--- src/rtl/cpu_seq_pkg.sv ---
// Shared types and constants for the multi-cycle sequencer: FSM state encoding,
// opcode and condition-code values, and instruction-register field positions.
package cpu_seq_pkg;

  typedef enum logic [2:0] {
    StIdle      = 3'd0,
    StFetch     = 3'd1,
    StDecode    = 3'd2,
    StExecute   = 3'd3,
    StMem       = 3'd4,
    StWriteback = 3'd5,
    StHalt      = 3'd6
  } state_e;

  localparam logic [3:0] OP_LDR = 4'hD;
  localparam logic [3:0] OP_STR = 4'hE;
  localparam logic [3:0] OP_HLT = 4'hF;

  localparam logic [3:0] COND_EQ = 4'h0;
  localparam logic [3:0] COND_NE = 4'h1;
  localparam logic [3:0] COND_CS = 4'h2;
  localparam logic [3:0] COND_CC = 4'h3;
  localparam logic [3:0] COND_MI = 4'h4;
  localparam logic [3:0] COND_PL = 4'h5;
  localparam logic [3:0] COND_VS = 4'h6;
  localparam logic [3:0] COND_VC = 4'h7;
  localparam logic [3:0] COND_HI = 4'h8;
  localparam logic [3:0] COND_LS = 4'h9;
  localparam logic [3:0] COND_GE = 4'hA;
  localparam logic [3:0] COND_LT = 4'hB;
  localparam logic [3:0] COND_GT = 4'hC;
  localparam logic [3:0] COND_LE = 4'hD;
  localparam logic [3:0] COND_AL = 4'hE;
  localparam logic [3:0] COND_NV = 4'hF;

  localparam int unsigned IR_COND_LSB = 28;
  localparam int unsigned IR_OP_LSB   = 24;
  localparam int unsigned IR_S_BIT    = 23;

  // Bit positions inside the NZCV flags nibble.
  localparam int unsigned FLAG_N = 3;
  localparam int unsigned FLAG_Z = 2;
  localparam int unsigned FLAG_C = 1;
  localparam int unsigned FLAG_V = 0;

  function automatic logic [3:0] ir_cond(input logic [31:0] ir);
    return ir[IR_COND_LSB +: 4];
  endfunction

  function automatic logic [3:0] ir_opcode(input logic [31:0] ir);
    return ir[IR_OP_LSB +: 4];
  endfunction

  function automatic logic ir_s_bit(input logic [31:0] ir);
    return ir[IR_S_BIT];
  endfunction

endpackage

--- src/rtl/cond_check.sv ---
// ARM-style condition evaluator: decides whether an instruction's cond field
// passes against the current NZCV flags. Purely combinational.
module cond_check
  import cpu_seq_pkg::*;
(
  input  logic [3:0] cond,
  input  logic [3:0] flags,
  output logic       pass
);

  logic n, z, c, v;

  assign n = flags[FLAG_N];
  assign z = flags[FLAG_Z];
  assign c = flags[FLAG_C];
  assign v = flags[FLAG_V];

  always_comb begin
    pass = 1'b0;
    unique case (cond)
      COND_EQ: pass = z;
      COND_NE: pass = ~z;
      COND_CS: pass = c;
      COND_CC: pass = ~c;
      COND_MI: pass = n;
      COND_PL: pass = ~n;
      COND_VS: pass = v;
      COND_VC: pass = ~v;
      COND_HI: pass = c & ~z;
      COND_LS: pass = ~c | z;
      COND_GE: pass = (n == v);
      COND_LT: pass = (n != v);
      COND_GT: pass = ~z & (n == v);
      COND_LE: pass = z | (n != v);
      COND_AL: pass = 1'b1;
      COND_NV: pass = 1'b0;
    endcase
  end

endmodule

--- src/rtl/cpu_sequencer.sv ---
// Multi-cycle control unit: owns PC and IR and steps each instruction through
// fetch/decode/execute/mem/writeback. Optional SEQ_SINGLE_STEP_EN parks in IDLE
// after every instruction and adds a `step` input.
module cpu_sequencer
  import cpu_seq_pkg::*;
#(
  parameter int unsigned PC_W        = 8,
  parameter int unsigned ACK_TIMEOUT = 15
) (
  input  logic            clk,
  input  logic            rst,
  input  logic            run,
`ifdef SEQ_SINGLE_STEP_EN
  input  logic            step,
`endif
  input  logic            mem_ack,
  input  logic [31:0]     mem_rdata,
  input  logic [3:0]      flags,
  output logic [PC_W-1:0] pc,
  output logic [31:0]     ir,
  output logic            mem_req,
  output logic            mem_we,
  output logic            sel_add_bus,
  output logic            sel_ldr_bus,
  output logic            reg_we,
  output logic            flag_we,
  output logic            halted,
  output logic            err,
  output logic [2:0]      state
);

  localparam logic [3:0] TimeoutCnt = 4'(ACK_TIMEOUT);

`ifdef SEQ_SINGLE_STEP_EN
  localparam state_e DoneState = StIdle;
  logic go;
  assign go = run | step;
`else
  localparam state_e DoneState = StFetch;
  logic go;
  assign go = run;
`endif

  state_e          state_q, state_d;
  logic [PC_W-1:0] pc_q, pc_d;
  logic [31:0]     ir_q, ir_d;
  logic [3:0]      wait_q, wait_d, wait_inc;
  logic            err_q, err_d;

  logic mem_req_q, mem_req_d;
  logic mem_we_q, mem_we_d;
  logic sel_add_q, sel_add_d;
  logic sel_ldr_q, sel_ldr_d;
  logic reg_we_q, reg_we_d;
  logic flag_we_q, flag_we_d;
  logic halted_q, halted_d;

  logic [3:0] cond_cur, op_cur, op_nxt;
  logic       is_ldr, is_str, cond_pass, s_nxt;

  assign cond_cur = ir_cond(ir_q);
  assign op_cur   = ir_opcode(ir_q);
  assign is_ldr   = (op_cur == OP_LDR);
  assign is_str   = (op_cur == OP_STR);
  assign wait_inc = wait_q + 4'd1;

  cond_check u_cond_check (
    .cond  (cond_cur),
    .flags (flags),
    .pass  (cond_pass)
  );

  // Next-state; the wait counter only survives a cycle spent waiting on ack.
  always_comb begin
    state_d = state_q;
    pc_d    = pc_q;
    ir_d    = ir_q;
    wait_d  = 4'd0;
    err_d   = err_q;
    unique case (state_q)
      StIdle: begin
        if (go) state_d = StFetch;
      end
      StFetch: begin
        if (mem_ack) begin
          ir_d    = mem_rdata;
          pc_d    = pc_q + PC_W'(1);
          state_d = StDecode;
        end else if (wait_inc == TimeoutCnt) begin
          err_d   = 1'b1;
          state_d = StHalt;
        end else begin
          wait_d = wait_inc;
        end
      end
      StDecode: begin
        if (!cond_pass) begin
          state_d = DoneState;
        end else if (op_cur == OP_HLT) begin
          state_d = StHalt;
        end else begin
          state_d = StExecute;
        end
      end
      StExecute: begin
        state_d = (is_ldr || is_str) ? StMem : StWriteback;
      end
      StMem: begin
        if (mem_ack) begin
          state_d = is_ldr ? StWriteback : DoneState;
        end else if (wait_inc == TimeoutCnt) begin
          err_d   = 1'b1;
          state_d = StHalt;
        end else begin
          wait_d = wait_inc;
        end
      end
      StWriteback: begin
        state_d = DoneState;
      end
      StHalt: begin
        state_d = StHalt;
      end
      default: begin
        state_d = StIdle;
      end
    endcase
  end

  // Strobes are registered from the upcoming state so every output is a flop.
  assign op_nxt = ir_opcode(ir_d);
  assign s_nxt  = ir_s_bit(ir_d);

  always_comb begin
    mem_req_d = (state_d == StFetch) || (state_d == StMem);
    mem_we_d  = (state_d == StMem) && (op_nxt == OP_STR);
    sel_add_d = (state_d == StMem);
    sel_ldr_d = (state_d == StWriteback) && (op_nxt == OP_LDR);
    reg_we_d  = (state_d == StWriteback);
    flag_we_d = (state_d == StWriteback) && s_nxt && (op_nxt != OP_LDR);
    halted_d  = (state_d == StHalt);
  end

  always_ff @(posedge clk) begin
    if (rst) begin
      state_q   <= StIdle;
      pc_q      <= '0;
      ir_q      <= '0;
      wait_q    <= 4'd0;
      err_q     <= 1'b0;
      mem_req_q <= 1'b0;
      mem_we_q  <= 1'b0;
      sel_add_q <= 1'b0;
      sel_ldr_q <= 1'b0;
      reg_we_q  <= 1'b0;
      flag_we_q <= 1'b0;
      halted_q  <= 1'b0;
    end else begin
      state_q   <= state_d;
      pc_q      <= pc_d;
      ir_q      <= ir_d;
      wait_q    <= wait_d;
      err_q     <= err_d;
      mem_req_q <= mem_req_d;
      mem_we_q  <= mem_we_d;
      sel_add_q <= sel_add_d;
      sel_ldr_q <= sel_ldr_d;
      reg_we_q  <= reg_we_d;
      flag_we_q <= flag_we_d;
      halted_q  <= halted_d;
    end
  end

  assign pc          = pc_q;
  assign ir          = ir_q;
  assign mem_req     = mem_req_q;
  assign mem_we      = mem_we_q;
  assign sel_add_bus = sel_add_q;
  assign sel_ldr_bus = sel_ldr_q;
  assign reg_we      = reg_we_q;
  assign flag_we     = flag_we_q;
  assign halted      = halted_q;
  assign err         = err_q;
  assign state       = state_q;

endmodule

--- config.mk ---
export PLATFORM = sky130hd
export DESIGN_NAME = cpu_sequencer
export DESIGN_NICKNAME = d
export VERILOG_FILES = /design/src/rtl/cpu_seq_pkg.sv /design/src/rtl/cond_check.sv /design/src/rtl/cpu_sequencer.sv
export SDC_FILE = /design/constraint.sdc
export NUM_CORES = 1
export LEC_CHECK = 0
export ABC_AREA = 0
export ABC_CLOCK_PERIOD_IN_PS = 2900
export BUFFER_PORTS_ARGS = -buffer_cell sky130_fd_sc_hd__buf_2
export CAP_MARGIN = 10
export CORE_ASPECT_RATIO = 0.75
export CORE_MARGIN = 2
export CORE_UTILIZATION = 32
export CTS_BUF_LIST = sky130_fd_sc_hd__clkbuf_8
export CTS_CLUSTER_DIAMETER = 60
export DETAILED_ROUTE_END_ITERATION = 16
export SYNTH_ARGS = -nofsm -noshare
export SYNTH_HDL_FRONTEND = slang
export SYNTH_HIERARCHICAL = 1
export SYNTH_SLANG_ARGS = --single-unit
--- constraint.sdc ---
create_clock -name clk -period 2.9 [get_ports clk]
set_input_delay 0 -clock clk [delete_from_list [all_inputs] [get_ports clk]]
set_output_delay 0 -clock clk [all_outputs]
set_load 0.01 [all_outputs]
# == After elaboration in Yosys (flattened, before gate mapping) ==
# Cells that the tools add are included.
# Widths: inputs -> output; s select.
# totals
register_bits,55
input_bits,40
output_inout_bits,51
word_cells,83
# op_classes
add_sub_neg,2
n_eq_ne,34
muxes,12
bitwise,10
reduce_logical,12
# ops
operator,n
$eq 4x4->1 const B,14
$mux 28,2
$mux 3,7
$pmux 3 s7,1
$eq 3x3->1 const B,6
$eq 4x3->1 const B,4
$pmux 1 s16,1
$add 8x1->8 const B,1
$eq 4x2->1 const B,2
$eq 3x1->1 const B,2
$eq 3x2->1 const B,2
$not 1->1,6
$add 4x1->4 const B,1
$eq 4x1->1 const B,1
$logic_and 1x1->1,4
$logic_not 4->1,1
$ne 4x4->1 const B,1
$reduce_or 4->1,1
$logic_not 3->1,1
$reduce_and 3->1,1
$and 1x1->1,2
$logic_or 1x1->1,2
$or 1x1->1,2
$reduce_and 2->1,1
4 further kinds,4

# == Depth between registers and ports, before layout ==
# Gate-level depths: netlist of the first run.
# logic_depth
depth_word,8
depth_mapped,12

# == Cells and area by module ==
# The synthesis of the first run kept the hierarchy.
# modules_own_cells
mod,n_inst,cells_per_inst,area_each_um2,seq_area_each_um2
cpu_sequencer,1,258,2175.8,1101.1
cond_check,1,23,155.1,0.0

# == Worst setup path after synthesis of the first run ==
# Ideal clock, no wire load.
# synth_timing
kind,flip-flop to flip-flop
from,"reg ir_q[28], in the netlist ir[28]"
to,"reg sel_ldr_q, in the netlist sel_ldr_bus"
arrival_time_ps,2178
required_time_ps,2827
setup_slack_ps,649
stages_incl_launch_ff,12
path_buffers,1
path_cell_list,dfxtp_1 -> buf_4 -> nor2b_1 -> a211oi_1 -> a2111oi_1 -> a311oi_1 -> o22ai_1 -> nand2_1 -> o21ai_0 -> a32oi_2 -> or2_1 -> nor3_2
# synth_between
elab_chain_cells,6
# synth_rtl
element,line,source
start: declaration,cpu_sequencer.sv:46,"logic [31:0] ir_q, ir_d;"
start signal: assignment,cpu_sequencer.sv:161,ir_q <= ir_d;
$eq 4x4->1 (tied with other cells),cond_check.sv:20,unique case (cond)
$pmux 1 s16 (*),cond_check.sv:20,
net cond_pass,cpu_sequencer.sv:59,"logic is_ldr, is_str, cond_pass, s_nxt;"
$mux 3 (*),cpu_sequencer.sv:97,if (!cond_pass) begin
$pmux 3 s7 (*),cpu_sequencer.sv:80,unique case (state_q)
$eq 3x3->1 (*),cpu_sequencer.sv:138,sel_ldr_d = (state_d == StWriteback) && (op_nxt == OP_LDR);
$logic_and 1x1->1 (*),cpu_sequencer.sv:138,
end signal: assignment,cpu_sequencer.sv:167,sel_ldr_q <= sel_ldr_d;
end: declaration,cpu_sequencer.sv:53,"logic sel_ldr_q, sel_ldr_d;"
# Mark *: on every way through the listed nets, which the timed path passes. The rest lies on a longest branch.
# A chain may end at the register's enable or synchronous reset.

# == Worst setup path after layout of the first run ==
# Same ends and word-level chain as after synthesis.

==> parameters.txt, run 1 <==
Parameter                              Value

Clocking
  Number of buffers between clock root and the deepest sink    2
  Register clock-pin slew on the reported worst setup and hold paths    approximately 0.10 ns
  CTS tree    done
  CTS sink count    55
  Number of CTS-inserted buffers    5
  Insertion delay to the later sink of the worst-skew pair    0.30 ns
  CTS Root Cell    clkbuf_8
  Number of H-tree levels    2

Logic synthesis
  Portion of netlist area occupied by mux cells    0.429%
  Dominant combinational cell family by area after synthesis    simple AND/OR/NAND/NOR gates
  Adder and majority cell fraction of the synthesized area    under 10%
  Most common flop cell mapped by yosys    dfxtp_1
  Synth Area in Simple Gates    between 20 and 30%
  Total standard cell area after synthesis    around 0.0023 sq mm
  Cell type with the largest total area after synthesis    dfxtp_1
  Gate Count Post-Synth    roughly 280
  Number of unique standard cell types used by synthesis    46
  Synth Area in Compound Gates    between 10% and 20%
  Fraction of synthesized cell area in xor and xnor cells    around 6.4%
  Number of nets produced by synthesis    roughly 320
  Share of flip-flops with an asynchronous set or reset    0%
  Syn_area_per_cell    about 8.3 sq um
  Total number of yosys warnings    6
  Sequential-to-total area share from yosys stat    a little under half
  Yosys top cell area share    a little under half
  Number of flip-flops and latches in the synthesized netlist    between 50 and 60
  Number of enable-type register cells in the synthesized netlist    0
  Largest cells by area after synthesis    dfxtp_1 (47%), nand2_1 (12%), a21oi_1 (9.0%), xor2_1 (4.1%), nor2_1 (3.1%)

Timing
  Max-Slew Margin vs Limit    roughly two fifths
  Final Hold Viols    0
  Worst-case clock skew    around 0.005 ns
  Top achievable clock speed    394 MHz
  Final critical-path share of the clock period    87.6%
  Unrepaired setup endpoints after global routing    no
  Total negative slack    0 ns
  Final critical-path required period    approximately 2.5 ns
  Transition time of the tightest slew-check pin    between 0.8 and 0.9 ns
  Worst hold slack after final layout    0.130 ns
  Number of pins exceeding their max-slew limit in the final report    0
  Final count of negative-setup-slack endpoints    0

Die
  Area of the core region    ~0.007 sq mm
  I/O pin count    between 90 and 100
  Die Y-Extent    about 78 microns
  Initial standard-cell utilization of the core    33.6%
  Count of standard-cell rows    26
  Die extent in x    103 microns
  Die Area    ~0.008 sq mm

Worst setup path
  Kind of capture point of the worst setup path    register
  Number of cells traversed by the worst register-to-register path    10
  Startpoint kind of the worst setup timing path    register
  Worst reg2reg setup slack    between 0.3 and 0.4 ns
  Worst Path Arrival    approximately 2.8 ns
  Critical path type    reg2reg
  Worst path required time    about 3.1 ns
  Largest fanout on the critical path    10

Route
  Number of remaining DRC errors    0
  Antenna-violating nets left    0
  Vias after detailed routing    ~2300
  Drt pass-1 iters    4
  Routed vias/inst    around 4.6
  Detailed-route wire length    approximately 6000 microns
  DR iter-0 viols    94
  Average detailed-routed wire length per instance    12.2 microns

Run status
  Outcome    completed

Placed design
  Estimated wirelength of the detail-placed design    ~4100 microns
  Total cell area at the placement stage    0.00286 sq mm
  RePlAce Congestion    approximately 0.75
  Number of buffer cells added on primary ports    90

Global route
  Via count of the first global-routing pass    2183
  First-pass GRT wire length    9890 microns
  Pin count of the biggest net entering global routing    49
  Number of antenna violations at the first check in global routing    0
  Met1 usage in global routing    19.8%
  Met3 Track Usage GR    between 3 and 4%
  Global routing usage summed across all routing layers    between 15 and 20%
  Layer with the highest usage after global routing    met2
  Leftover overflow at the end of global routing    0
  Met2 Resource Use GR    between 20% and 30%

Layout
  Share of final-layout standard cells stronger than drive strength 1    around 28%
  Final Instance Area    0.00330 sq mm
  Combined flip-flop and latch cell area    0.00110 sq mm
  Area Overhead vs Synth    41.4%
  Leading cell type in the layout, fill and taps excluded    buf_2
  Antenna Diode Count    0
  Total of fill cells in the finished design    around 700
  Commonest non-fill, non-tap cells in the layout    buf_2 (90), nand2_1 (74), dfxtp_1 (55)
  Combined area of the multi-input logic cells    about 0.0011 sq mm
  Total number of nets in the final design    between 400 and 500

Min path
  Path type of the worst min-delay path    in2reg
  Worst Hold Path Cells    3

Pwr
  Total power per unit cell area    478 mW/mm^2
  Leakage dissipation    between 1 and 1.5 nW
  Largest vdd supply drop    roughly 0.21 mV

Flow run
  # Max-Cap Violations    0
## final cells by class
class	instances	share of cell area [%]
clock buffer	6	2.50
clock inverter	2	1.18
inverter	4	0.455
multi-input combinational	206	34.7
sequential	55	33.4
tap	98	3.72
timing repair buffer	125	24.1
## flip-flops by register name (all words and copies together) (netlist names)
name,count
wait_q,4
mem_req,1
err,1
reg_we,1
mem_we,1
flag_we,1
sel_ldr_bus,1
sel_add_bus,1
ir,32
pc,8
halted,1
state,3
## worst paths after layout
| kind | startpoint | endpoint |
|---|---|---|
| worst max register to register | ir[28] | sel_ldr_bus |
| worst max-delay path | ir[28] | sel_ldr_bus |
| worst min register to register | ir[18] | ir[18] |
| worst min-delay path | mem_ack | reg_we |
## cells in the mapped netlist, drive strengths merged (2+ instances only)
cell	instances
o21ai	6
a21oi	42
clkbuf	10
nand2b	4
xor2	11
ha	3
inv	4
xnor2	6
nor2b	2
nor3b	2
nand4	2
nor4b	3
nand3	5
nor2	19
nand2	74
dfxtp	55
buf	6
nor3	7
## where the power goes
part | leakage (nW) | switching [W] | internal, W
Sequential | 0.446 | 0.0000246 | 0.000781
Clock | 0.0618 | 0.000255 | 0.000285
Combinational | 0.931 | 0.000116 | 0.000115
Total | 1.44 | 0.000396 | 0.00118
## kinds of logic (layout without fill, tap and decap cells)
family / after synthesis / after routing
XOR/XNOR: 17 / 17
adder cells (fa/ha/maj): 3 / 3
AO/OA/AOI/OAI: 58 / 58
buffers and inverters: 20 / 137
flip-flops: 55 / 55
multiplexers: 1 / 1
AND/OR/NAND/NOR: 127 / 127
## timing repair
action	CTS	global route
hold buffers	32	0
gates resized for setup	0	0
endpoints found under the hold margin	32	0
setup buffers	0	0
## worst max-delay path, cell delays in order, from the launching register on
cell and delay (ns):
dfxtp_1 0.53, nor2b_1 0.18, a211oi_1 0.06, a2111oi_1 0.40, a311oi_1 0.08, o22ai_1 0.19, nand2_1 0.10, o21ai_0 0.24
a32oi_2 0.21, or2_1 0.30, nor3_2 0.18
## routing by layer
layer / share of wire (%) / wire (microns)
met1: 48 / 2940
met2: 46 / 2760
met3: 4.7 / 287
met4: 1.3 / 80
met5: 0 / 0
## through the flow
step	power, W	util [%]	cells	setup slack (ns)
2_1_floorplan	0.000943	-	281	0.649
3_3_place_gp	0.00102	41.2	456	0.530
3_5_place_dp	0.00102	41.2	456	0.409
4_1_cts	0.00160	47.6	496	0.393
5_1_grt	0.00166	47.6	496	0.142
6_report	0.00158	47.6	496	0.360
Note: power is estimated with default switching activity, not from simulation.
==> run 2: changes to the inputs <==
--- a/config.mk
+++ b/config.mk
@@ -6,5 +6,5 @@
 export NUM_CORES = 1
 export LEC_CHECK = 0
-export ABC_AREA = 0
+export ABC_AREA = 1
 export ABC_CLOCK_PERIOD_IN_PS = 2900
 export BUFFER_PORTS_ARGS = -buffer_cell sky130_fd_sc_hd__buf_2
==> constraint.sdc (replaced) <==
create_clock -name clk -period 2.9 [get_ports clk]
set_input_delay 0 -clock clk [delete_from_list [all_inputs] [get_ports clk]]
set_output_delay 0 -clock clk [all_outputs]
set_load 0.02 [all_outputs]
==> run 2 against run 1 <==
Effect of this change: via count rose by 15%; first-iteration DRC count rose by 1.1%; count of clock-buffer cells in the layout stayed put; area after synthesis up 5.3%; synthesized cell count grew 26%; clock power is 20% lower; die area rose by 5.0%; maximum frequency grew 32%; setup slack improved by 0.62 ns; register-to-register slack better by 0.62 ns; core utilization fell by 2.1 points; final area is 2.1% higher; highest routed layer unchanged.
==> parameters.txt, run 2 <==
Parameter                              Value

Timing
  Final critical-path required period    1.92 ns (-0.615 ns)
  Final Hold Viols    0 (unchanged)
  Transition time of the tightest slew-check pin    0.587 ns (-0.310 ns)
  Max-Slew Margin vs Limit    60.8% (+21 points)
  Worst hold slack after final layout    0.0124 ns (-0.118 ns)
  Final critical-path share of the clock period    66.4% (-21 points)
  Unrepaired setup endpoints after global routing    no
  Number of pins exceeding their max-slew limit in the final report    0 (unchanged)
  Worst-case clock skew    0.00629 ns (+0.00130 ns)
  Final count of negative-setup-slack endpoints    0 (unchanged)
  Total negative slack    0 ns (unchanged)
  Top achievable clock speed    520 MHz (+32%)

Worst setup path
  Cells traversed along the worst timing path    inv_2 -> nor2_4 -> nand3_4 -> inv_2 -> nand2_1 -> nand2_1 -> nand2_1 -> inv_1 -> nand3_1 -> nor2_1
  Startpoint kind of the worst setup timing path    register
  Kind of capture point of the worst setup path    register
  Worst reg2reg setup slack    0.98 ns (+0.62 ns)
  Crit-path slowest cell    dfxtp_1
  Critical path type    reg2reg
  CP Buf/Inv Count    3 (+3)
  Family of cells with the greatest summed delay on the critical path    simple AND/OR/NAND/NOR gates
  Worst path required time    3.13 ns (about the same)
  Largest fanout on the critical path    41 (+31)
  Most common cell on crit path    nand2_1
  Worst Path Arrival    2.16 ns (-0.62 ns)
  Beginning of the worst register-to-register path    state[0]
  Number of cells traversed by the worst register-to-register path    10 (unchanged)
  Highest cell delay on the worst timing path    0.42 ns (-0.11 ns)
  Critical register-to-register path endpoint    sel_ldr_bus

Logic synthesis
  Most common flop cell mapped by yosys    dfxtp_1
  Number of flip-flops and latches in the synthesized netlist    55 (unchanged)
  Most instantiated library cell after synthesis    nor2_1
  Syn_area_per_cell    6.95 sq um (-16%)
  Number of nets produced by synthesis    396 (+22%)
  Largest cells by area after synthesis    dfxtp_1 (45%), nor2_1 (13%), nand2_1 (8.7%), o21ai_0 (6.9%), inv_1 (5.8%)
  Number of enable-type register cells in the synthesized netlist    0 (unchanged)
  Sequential-to-total area share from yosys stat    44.9% (-2.4 points)
  Number of unique standard cell types used by synthesis    27 (-41%)
  Gate Count Post-Synth    353 (+26%)
  Yosys top cell area share    44.9% (-2.4 points)
  Synth Area in Compound Gates    11.3% (-3.7 points)
  Top cells by count, synth    nor2_1 (87), nand2_1 (57), dfxtp_1 (55)
  Share of flip-flops with an asynchronous set or reset    0% (unchanged)
  Portion of netlist area occupied by mux cells    0% (-0.43 points)
  Total number of yosys warnings    6 (unchanged)
  Synth Area in Simple Gates    33.4% (+7.7 points)
  Total standard cell area after synthesis    0.00245 sq mm (+5.3%)
  Dominant combinational cell family by area after synthesis    simple AND/OR/NAND/NOR gates
  Fraction of synthesized cell area in xor and xnor cells    0% (-6.4 points)
  Cell type with the largest total area after synthesis    dfxtp_1
  Adder and majority cell fraction of the synthesized area    1.53% (-0.080 points)

Route
  Routed vias/inst    4.58 (about the same)
  Detailed-route wire length    6530 microns (+7.6%)
  Antenna-violating nets left    0 (unchanged)
  Drt pass-1 iters    4 (unchanged)
  Vias after detailed routing    2618 (+15%)
  Number of remaining DRC errors    0 (unchanged)
  Average detailed-routed wire length per instance    11.4 microns (-6.6%)
  DR iter-0 viols    95 (+1.1%)

Pwr
  Total power per unit cell area    489 mW/mm^2 (+2.3%)
  Int Power    0.00114 W (-3.4%)
  Largest vdd supply drop    0.226 mV (+5.2%)
  Combinational cell fraction of total power    22.7% (+8.0 points)
  Flop pwr share    51.0% (about the same)
  Switching power    0.000507 W (+28%)
  Clk network pwr share    26.2% (-8.0 points)
  Leakage dissipation    1.66 nW (+15%)
  Power after layout    0.00165 W (+4.5%)
  Switching share of power    30.8% (+5.7 points)

Die
  Die Y-Extent    79.8 microns (+2.5%)
  I/O pin count    91 (unchanged)
  Count of standard-cell rows    27 (+3.8%)
  Die Area    0.00839 sq mm (+5.0%)
  Initial standard-cell utilization of the core    33.2% (-0.48 points)
  Die extent in x    105 microns (+2.5%)
  Area of the core region    0.00740 sq mm (+6.8%)

Global route
  Global routing usage summed across all routing layers    15.8% (+0.27 points)
  Pin count of the biggest net entering global routing    42 (-14%)
  Leftover overflow at the end of global routing    0 (unchanged)
  Number of antenna violations at the first check in global routing    0 (unchanged)
  First-pass GRT wire length    10800 microns (+8.8%)
  Via count of the first global-routing pass    2368 (+8.5%)

Clocking
  Number of buffers between clock root and the deepest sink    2 (unchanged)
  CTS Root Cell    clkbuf_8
  Number of gates given a new drive strength after cts    0 (unchanged)
  CTS sink count    55 (unchanged)
  Insertion delay to the later sink of the worst-skew pair    0.30 ns (about the same)
  Number of H-tree levels    2 (unchanged)
  Register clock-pin slew on the reported worst setup and hold paths    0.10 ns (about the same)
  CTS tree    done
  Number of CTS-inserted buffers    5 (unchanged)

Layout
  Number of flip-flops under the largest register name    32 (unchanged)
  Commonest non-fill, non-tap cells in the layout    buf_2 (90), nor2_1 (87), nand2_1 (57)
  Total number of nets in the final design    512 (+16%)
  Antenna Diode Count    0 (unchanged)
  Leading cell type in the layout, fill and taps excluded    buf_2
  Area Overhead vs Synth    37.2%
  Share of final-layout standard cells stronger than drive strength 1    25.3% (-2.8 points)

Min path
  Path type of the worst min-delay path    in2reg
  HP Start    mem_rdata[30]
  Worst Hold Path Cells    3 (unchanged)
  Worst Hold End    ir[30]

Placed design
  Number of buffer cells added on primary ports    90 (unchanged)
  RePlAce Congestion    0.912 (+22%)
  Estimated wirelength of the detail-placed design    4680 microns (+13%)

Flow run
  # Max-Cap Violations    0 (unchanged)

Run status
  Outcome    completed
## run 2: stage by stage
step                worst slack [ns]  utilization, %  std cells  cell area (sq um)
global placement               0.996            40.4        535               2990
floorplan                       1.11               -        353               2450
global route                   0.715            45.5        571               3370
finish                         0.975            45.5        571               3370
CTS                            0.953            45.5        571               3370
detailed placement             0.982            40.4        535               2990
## run 2: worst max path at each step
| stage | startpoint | endpoint | cells after the start |
|---|---|---|---|
| finish | state[0] | sel_ldr_bus | 10 |
| CTS | state[0] | ir[6] | 7 |
| global placement | state[0] | sel_ldr_bus | 10 |
| global route | ir[28] | mem_we | 16 |
| floorplan | ir[28] | mem_we | 16 |
| detailed placement | state[0] | ir[6] | 7 |
## run 2: tightest hold or removal path, delay by kind of cell
family,cells,cell delay [ns]
buffers and inverters,1,0.08
AND/OR/NAND/NOR,1,0.11
AO/OA/AOI/OAI,1,0.09
## run 2: kinds of logic after synthesis
logic type               after synthesis
adder cells (fa/ha/maj)                3
flip-flops                            55
buffers and inverters                 55
AND/OR/NAND/NOR                      187
AO/OA/AOI/OAI                         53
## run 2: layer usage
layer	routed length [microns]	vias up	global-route usage, %
met2	3040	84	27.5
li1	-	1346	-
met1	2920	1180	19.4
met4	48	0	3.07
met5	0	-	0
met3	514	8	4.90
## run 2: cell type report
cell class / count / area [sq um]
Timing Repair Buffer: 120 / 746
Clock inverter: 2 / 12.5
Multi-Input combinational cell: 243 / 1130
Inverter: 44 / 165
Tap cell: 101 / 126
Sequential cell: 55 / 1100
Fill cell: 768 / 4030
Clock buffer: 6 / 82.6
## run 2: repair_timing
action,CTS,global route
hold buffers,28,0
setup buffers,0,0
hold endpoints to repair,28,0
## run 2: power by group through the flow
stage | combinational, W | sequential (W) | clock [W]
detailed placement | 0.000345 | 0.000858 | 0
finish | 0.000374 | 0.000841 | 0.000433
floorplan | 0.000176 | 0.000914 | 0
global placement | 0.000341 | 0.000857 | 0
CTS | 0.000375 | 0.000841 | 0.000459
global route | 0.000420 | 0.000848 | 0.000488
